**config.mk**
```make
export PLATFORM = sky130hd
export DESIGN_NAME = aes_core_ctrl
export DESIGN_NICKNAME = d
export VERILOG_FILES = /design/src/rtl/aes_pkg.sv /design/src/rtl/aes_ack_timer.sv /design/src/rtl/aes_core_ctrl.sv
export SDC_FILE = /design/constraint.sdc
export NUM_CORES = 1
export LEC_CHECK = 0
export ABC_AREA = 0
export BUFFER_PORTS_ARGS = -buffer_cell sky130_fd_sc_hd__buf_4
export CORE_ASPECT_RATIO = 0.7
export CORE_MARGIN = 2
export CORE_UTILIZATION = 40
export DETAILED_ROUTE_END_ITERATION = 8
export GPL_ROUTABILITY_DRIVEN = 0
export GPL_TIMING_DRIVEN = 0
export PLACE_DENSITY = 0.89
export SYNTH_ARGS = -nofsm -noshare
export SYNTH_HDL_FRONTEND = slang
export SYNTH_HIERARCHICAL = 1
export SYNTH_SLANG_ARGS = --single-unit
```
**constraint.sdc**
```tcl
create_clock -name clk -period 2.5 [get_ports clk]
set_clock_uncertainty 0.2 [all_clocks]
set_input_delay 0.5 -clock clk [delete_from_list [all_inputs] [get_ports clk]]
set_output_delay 0.5 -clock clk [all_outputs]
set_load 0.02 [all_outputs]
```
**src/rtl/aes_pkg.sv**
```systemverilog
// Shared AES core definitions: controller state encoding and block constants.
// Imported by the controller and its acknowledge timer.
package aes_pkg;

  localparam int AES_WORD_W    = 32;
  localparam int AES_BLOCK_W   = 128;
  localparam int AES128_ROUNDS = 10;

  typedef enum logic [2:0] {
    CTRL_IDLE      = 3'd0,
    CTRL_KEY_START = 3'd1,
    CTRL_KEY_ACK   = 3'd2,
    CTRL_KEY_BUSY  = 3'd3,
    CTRL_ENC_START = 3'd4,
    CTRL_ENC_ACK   = 3'd5,
    CTRL_ENC_BUSY  = 3'd6
  } ctrl_state_t;

  function automatic logic ctrl_is_enc(ctrl_state_t s);
    return (s == CTRL_ENC_START) ||
           (s == CTRL_ENC_ACK) ||
           (s == CTRL_ENC_BUSY);
  endfunction

endpackage

```
**src/rtl/aes_ack_timer.sv**
```systemverilog
// Acknowledge timeout counter: clr zeroes it, en counts, expired flags ACK_TIMEOUT cycles.
// Ports: clk, reset (async active-low), clr, en, expired.
module aes_ack_timer
  import aes_pkg::*;
#(
  parameter int ACK_TIMEOUT = 16,
  parameter int CNT_W       = 8
) (
  input  logic clk,
  input  logic reset,
  input  logic clr,
  input  logic en,
  output logic expired
);

  localparam logic [CNT_W-1:0] LAST = CNT_W'(ACK_TIMEOUT - 1);

  logic [CNT_W-1:0] cnt;

  // Count 0 is the first waiting cycle, so LAST marks the final one.
  assign expired = (cnt == LAST);

  always_ff @(posedge clk or negedge reset) begin
    if (!reset) begin
      cnt <= '0;
    end else if (clr) begin
      cnt <= '0;
    end else if (en && !expired) begin
      cnt <= cnt + 1'b1;
    end
  end

endmodule

```
**src/rtl/aes_core_ctrl.sv**
```systemverilog
// AES-128 core sequencer: runs key expansion / encryption one at a time, owns the shared S-box mux.
// Ports: host init/next/ready/result_valid/key_valid/error, unit handshakes, S-box mux; AES_CTRL_CYCLE_CNT_EN adds cycle_count.
module aes_core_ctrl
  import aes_pkg::*;
#(
  parameter int ACK_TIMEOUT = 16,
  parameter int CNT_W       = 8
) (
  input  logic                  clk,
  input  logic                  reset,
  input  logic                  init,
  input  logic                  next,
  output logic                  ready,
  output logic                  result_valid,
  output logic                  key_valid,
  output logic                  error,
  output logic                  key_init,
  input  logic                  key_ready,
  output logic                  enc_next,
  input  logic                  enc_ready,
  input  logic [AES_WORD_W-1:0] key_before_sub,
  input  logic [AES_WORD_W-1:0] enc_before_sub,
  output logic [AES_WORD_W-1:0] sbox_in,
  output logic                  sbox_sel
`ifdef AES_CTRL_CYCLE_CNT_EN
  ,
  output logic [31:0]           cycle_count
`endif
);

  ctrl_state_t state;
  ctrl_state_t state_d;

  logic pending;
  logic pending_d;
  logic ready_d;
  logic rv_d;
  logic kv_d;
  logic err_d;
  logic tmr_clr;
  logic tmr_en;
  logic expired;

  assign tmr_clr = (state == CTRL_KEY_START) ||
                   (state == CTRL_ENC_START);
  assign tmr_en  = (state == CTRL_KEY_ACK) ||
                   (state == CTRL_ENC_ACK);

  aes_ack_timer #(
    .ACK_TIMEOUT(ACK_TIMEOUT),
    .CNT_W      (CNT_W)
  ) u_ack_timer (
    .clk    (clk),
    .reset  (reset),
    .clr    (tmr_clr),
    .en     (tmr_en),
    .expired(expired)
  );

  always_ff @(posedge clk or negedge reset) begin
    if (!reset) begin
      state        <= CTRL_IDLE;
      pending      <= 1'b0;
      ready        <= 1'b1;
      result_valid <= 1'b0;
      key_valid    <= 1'b0;
      error        <= 1'b0;
      key_init     <= 1'b0;
      enc_next     <= 1'b0;
    end else begin
      state        <= state_d;
      pending      <= pending_d;
      ready        <= ready_d;
      result_valid <= rv_d;
      key_valid    <= kv_d;
      error        <= err_d;
      key_init     <= (state_d == CTRL_KEY_START);
      enc_next     <= (state_d == CTRL_ENC_START);
    end
  end

  always_comb begin
    state_d = state;
    unique case (state)
      CTRL_IDLE: begin
        if (init) begin
          state_d = CTRL_KEY_START;
        end else if (next && key_valid) begin
          state_d = CTRL_ENC_START;
        end
      end
      CTRL_KEY_START: state_d = CTRL_KEY_ACK;
      CTRL_KEY_ACK: begin
        if (!key_ready) begin
          state_d = CTRL_KEY_BUSY;
        end else if (expired) begin
          state_d = CTRL_IDLE;
        end
      end
      CTRL_KEY_BUSY: begin
        if (key_ready) begin
          state_d = pending ? CTRL_ENC_START : CTRL_IDLE;
        end
      end
      CTRL_ENC_START: state_d = CTRL_ENC_ACK;
      CTRL_ENC_ACK: begin
        if (!enc_ready) begin
          state_d = CTRL_ENC_BUSY;
        end else if (expired) begin
          state_d = CTRL_IDLE;
        end
      end
      CTRL_ENC_BUSY: begin
        if (enc_ready) begin
          state_d = CTRL_IDLE;
        end
      end
      default: state_d = CTRL_IDLE;
    endcase
  end

  always_comb begin
    pending_d = pending;
    ready_d   = ready;
    rv_d      = result_valid;
    kv_d      = key_valid;
    err_d     = error;
    unique case (state)
      CTRL_IDLE: begin
        if (init) begin
          ready_d   = 1'b0;
          kv_d      = 1'b0;
          rv_d      = 1'b0;
          err_d     = 1'b0;
          pending_d = next;
        end else if (next && key_valid) begin
          ready_d = 1'b0;
          rv_d    = 1'b0;
        end
      end
      CTRL_KEY_ACK,
      CTRL_ENC_ACK: begin
        // Unit never acknowledged: give up and drop any queued next.
        if ((state == CTRL_KEY_ACK ? key_ready : enc_ready) && expired) begin
          err_d     = 1'b1;
          ready_d   = 1'b1;
          pending_d = 1'b0;
        end
      end
      CTRL_KEY_BUSY: begin
        if (key_ready) begin
          kv_d = 1'b1;
          if (pending) begin
            pending_d = 1'b0;
          end else begin
            ready_d = 1'b1;
          end
        end
      end
      CTRL_ENC_BUSY: begin
        if (enc_ready) begin
          rv_d    = 1'b1;
          ready_d = 1'b1;
        end
      end
      default: begin
      end
    endcase
  end

  assign sbox_sel = ctrl_is_enc(state);
  assign sbox_in  = sbox_sel ? enc_before_sub : key_before_sub;

`ifdef AES_CTRL_CYCLE_CNT_EN
  logic enc_run;

  assign enc_run = (state == CTRL_ENC_ACK) ||
                   (state == CTRL_ENC_BUSY);

  always_ff @(posedge clk or negedge reset) begin
    if (!reset) begin
      cycle_count <= '0;
    end else if (state_d == CTRL_ENC_START) begin
      cycle_count <= '0;
    end else if (enc_run && (cycle_count != '1)) begin
      cycle_count <= cycle_count + 32'd1;
    end
  end
`endif

endmodule

```
==> results.rst <==
.. list-table::
   :header-rows: 1

   * - Metric
     - Value
   * - Setup slack on the worst flop-to-flop path
     - about 0.20 ns
   * - F_max
     - 407 MHz
   * - Worst path required time
     - 1.80 ns
   * - P_leak
     - 1.14 nW
   * - Place WS
     - between 0.2 and 0.25 ns
   * - Initial Util
     - 0.417
   * - Number of buffers added on ports
     - 108
   * - WP buf/inv
     - 3
   * - Final Slew Violations
     - 0
   * - Final core area utilization
     - 0.686
   * - I/O pin count
     - 109
   * - Most used standard cell by instance count after synthesis
     - sky130_fd_sc_hd__mux2_2
   * - Ys async rst share
     - 1.00
   * - Clock edge transition at the registers on the reported setup and hold paths
     - 0.07 ns
   * - Worst-Skew Late Latency
     - ~0.26 ns
   * - Floorplan die height
     - between 50 and 60 um
   * - Shortest period the worst path allows
     - 2.46 ns
   * - Cell accounting for the most synthesized area
     - sky130_fd_sc_hd__dfrtp_1
   * - Number of warnings reported in the yosys synthesis log
     - 6
   * - Final WL
     - 4.87 mm
   * - Clock tree from TritonCTS
     - done
   * - Setup repair after global routing missed its margin
     - yes
   * - Row count
     - 18
   * - Prevailing post-synth register cell
     - sky130_fd_sc_hd__dfrtp_1
   * - Vias per std cell
     - 5.09
   * - Vias after detailed routing
     - 1574
   * - Number of clock buffers inserted by TritonCTS
     - 3
   * - Worst-case setup margin in the final layout
     - about 0.043 ns
   * - Count of unique library cells instantiated by Yosys
     - 48
   * - Tightest hold margin
     - 0.257 ns
   * - Number of flops mapped to enable cells by yosys
     - 0
   * - Total track usage
     - 0.215
   * - Crit path arrival time
     - 1.76 ns
   * - H-tree depth reported by CTS
     - 1
   * - Wire length of the first global-routing pass
     - 6.92 mm
   * - Largest delay share family, worst path
     - buffers and inverters
   * - Post-detailed-placement half-perimeter wirelength
     - roughly 4 mm
   * - Die width
     - 76.3 um
   * - Final period utilization
     - 0.983
   * - Post-route DRC violation count
     - 0
   * - Maximum cell stage delay along the critical path
     - 0.35 ns
   * - Area of the die
     - around 4200 sq um
   * - Post-synthesis cell count
     - between 100 and 150
   * - Worst relative slew slack
     - 0.718
   * - Critical R2R Launch
     - state[0]
   * - Cell at the slowest stage of the critical path
     - sky130_fd_sc_hd__mux2_2
   * - Num Clock Sinks
     - 18
   * - Cell-by-cell trace of the critical path
     - clkbuf_2, a21boi_4, buf_6, mux2_2, buf_4
   * - First drt pass iteration count
     - 4
   * - Detailed router's first-iteration violation count
     - 64
   * - Final nets
     - around 330
   * - Crit path launch type
     - register
   * - Cell area after synthesis
     - between 1000 and 1500 sq um
   * - Clock tree buffer depth
     - 2
   * - Slew at the pin closest to its max-slew limit
     - 0.418 ns
   * - Power per unit of standard cell area
     - 851 nW/um^2
   * - Setup CP Type
     - reg -> out
   * - Destination of the worst register-to-register timing path
     - u_ack_timer/cnt[7]
   * - Placed Cells incl. Taps
     - 303
   * - Sequential share of the synthesized area
     - 0.308
   * - Hold Path Sink
     - pending
   * - Count of cells along the worst register-to-register path
     - 6
   * - Share of final-layout standard cells stronger than drive strength 1
     - 0.645
   * - Min-delay src
     - next
   * - Net count of the mapped netlist
     - 216
   * - Core Footprint
     - 3510 sq um
   * - Total gr overflow
     - 0
   * - Mean instance size in the synthesized netlist
     - 10.1 sq um
   * - Most common library cells after synthesis
     - sky130_fd_sc_hd__mux2_2 (32), sky130_fd_sc_hd__dfrtp_1 (17), sky130_fd_sc_hd__nand2_1 (10)
   * - Worst Hold Depth
     - 3
   * - Result of the run
     - completed
   * - Vias in the first global route
     - 1389
   * - Number of gates resized after cts
     - 0
   * - Finished Layout Cells
     - about 310
   * - Maximum VDD drop
     - 0.531 mV
   * - Final Hold Fails
     - 0
   * - Antenna diode instance count
     - 0
   * - Initial antenna violation count
     - 0
   * - Number of max-capacitance violations reported
     - 0
   * - Total Negative Setup Slacks
     - 0 ns
   * - ANT nets after route
     - 0
   * - Area share of the leading cell type in the synthesized netlist
     - 0.290
   * - Area growth syn-to-layout
     - 64.6%
   * - Endpoint type of the worst setup path
     - primary output
   * - Pin count of the biggest net entering global routing
     - 19
   * - Area contributors post-synth
     - sky130_fd_sc_hd__dfrtp_1 (29%), sky130_fd_sc_hd__mux2_2 (25%), sky130_fd_sc_hd__buf_6 (3.1%), sky130_fd_sc_hd__a21oi_1 (2.7%), sky130_fd_sc_hd__nand2_1 (2.6%)
   * - Class of the worst hold path
     - in -> reg
   * - Largest fanout on the critical path
     - 10
   * - Seq cells post-synth
     - 18
   * - Mean routed wirelength per cell
     - 15.7 um
   * - Clock root cell
     - sky130_fd_sc_hd__clkbuf_8
   * - Setup violation total in the final timing report
     - 0
==> layer usage <==
metal,vias to the layer above,global-route usage,part of all wire
li1,770,-,-
met1,726,0.284,0.42
met2,74,0.358,0.50
met3,4,0.0495,0.069
met4,0,0.0667,0.0070
met5,-,0,0
==> timing repair <==
action / CTS / global route
hold buffers: 1 / 0
setup buffers: 1 / 0
endpoints found under the hold margin: 17 / 0
setup endpoints to repair: 1 / 32
pin swaps: 1 / 1
==> where the power goes <==
part	leakage (nW)	total, mW	switching [mW]	internal (mW)
combinational	0.884	1.37	0.699	0.668
clock	0.0288	0.244	0.103	0.140
sequential	0.232	0.442	0.0612	0.380
==> worst min-delay path: stages <==
cell and delay, ns:
sky130_fd_sc_hd__buf_4 0.08, sky130_fd_sc_hd__nand2_1 0.04, sky130_fd_sc_hd__nand3_1 0.06
==> cell families after synthesis <==
kind of cell | synth area share
flops | 0.308
buf+inv | 0.0606
xor+xnor | 0.00598
compound gates | 0.183
mux | 0.263
fa+ha+maj | 0.00854
simple gates | 0.171
==> stage by stage <==
stage	area, sq um	power (mW)
after detailed placement	2340	1.80
after global placement	2340	1.77
after CTS	2410	2.06
after global routing	2410	2.17
final	2410	2.05
after floorplan	1470	1.35
==> flip-flops by register name (all words and copies together) (netlist names) <==
name,cells
enc_next,1
error,1
key_init,1
key_valid,1
pending,1
ready,1
result_valid,1
state,3
u_ack_timer/cnt,8
==> placed cells by master, fill, tap and decap left out, types with 2 or more instances in the layout <==
| master | instances |
|---|---|
| sky130_fd_sc_hd__o21ai_0 | 7 |
| sky130_fd_sc_hd__nand2b_1 | 4 |
| sky130_fd_sc_hd__buf_6 | 4 |
| sky130_fd_sc_hd__or3_1 | 3 |
| sky130_fd_sc_hd__buf_4 | 109 |
| sky130_fd_sc_hd__buf_2 | 4 |
| sky130_fd_sc_hd__inv_1 | 3 |
| sky130_fd_sc_hd__nand2_1 | 10 |
| sky130_fd_sc_hd__nor3_1 | 2 |
| sky130_fd_sc_hd__o32ai_1 | 3 |
| sky130_fd_sc_hd__nor2_1 | 6 |
| sky130_fd_sc_hd__a21oi_1 | 8 |
| sky130_fd_sc_hd__dfrtp_1 | 17 |
| sky130_fd_sc_hd__nand3_1 | 3 |
| sky130_fd_sc_hd__nand4_1 | 3 |
| sky130_fd_sc_hd__clkbuf_8 | 4 |
| sky130_fd_sc_hd__mux2_2 | 32 |
| sky130_fd_sc_hd__nand3b_1 | 2 |
| sky130_fd_sc_hd__nor2b_1 | 3 |
==> area by class of cell <==
type	count	area [sq um]
plain buffers	10	73.8
clock buffers	4	55.1
fillers	283	1100
inverters	4	15.0
multi-input cells	113	925
flip-flops and latches	18	452
well taps	50	62.6
repair buffers	110	828
==> how the worst max path moves through the flow <==
stage	from	end	slack [ns]	depth (start not counted)
final	state[2]	sbox_in[11]	0.04	5
after global routing	state[0]	sbox_in[11]	-0.03	5
after CTS	state[0]	sbox_in[11]	0.03	5
after detailed placement	state[0]	u_ack_timer/cnt[7]	0.24	6
after global placement	state[0]	sbox_in[11]	0.31	5
after floorplan	state[0]	sbox_in[22]	0.46	4
No activity file was read; power rests on OpenSTA's default activity.
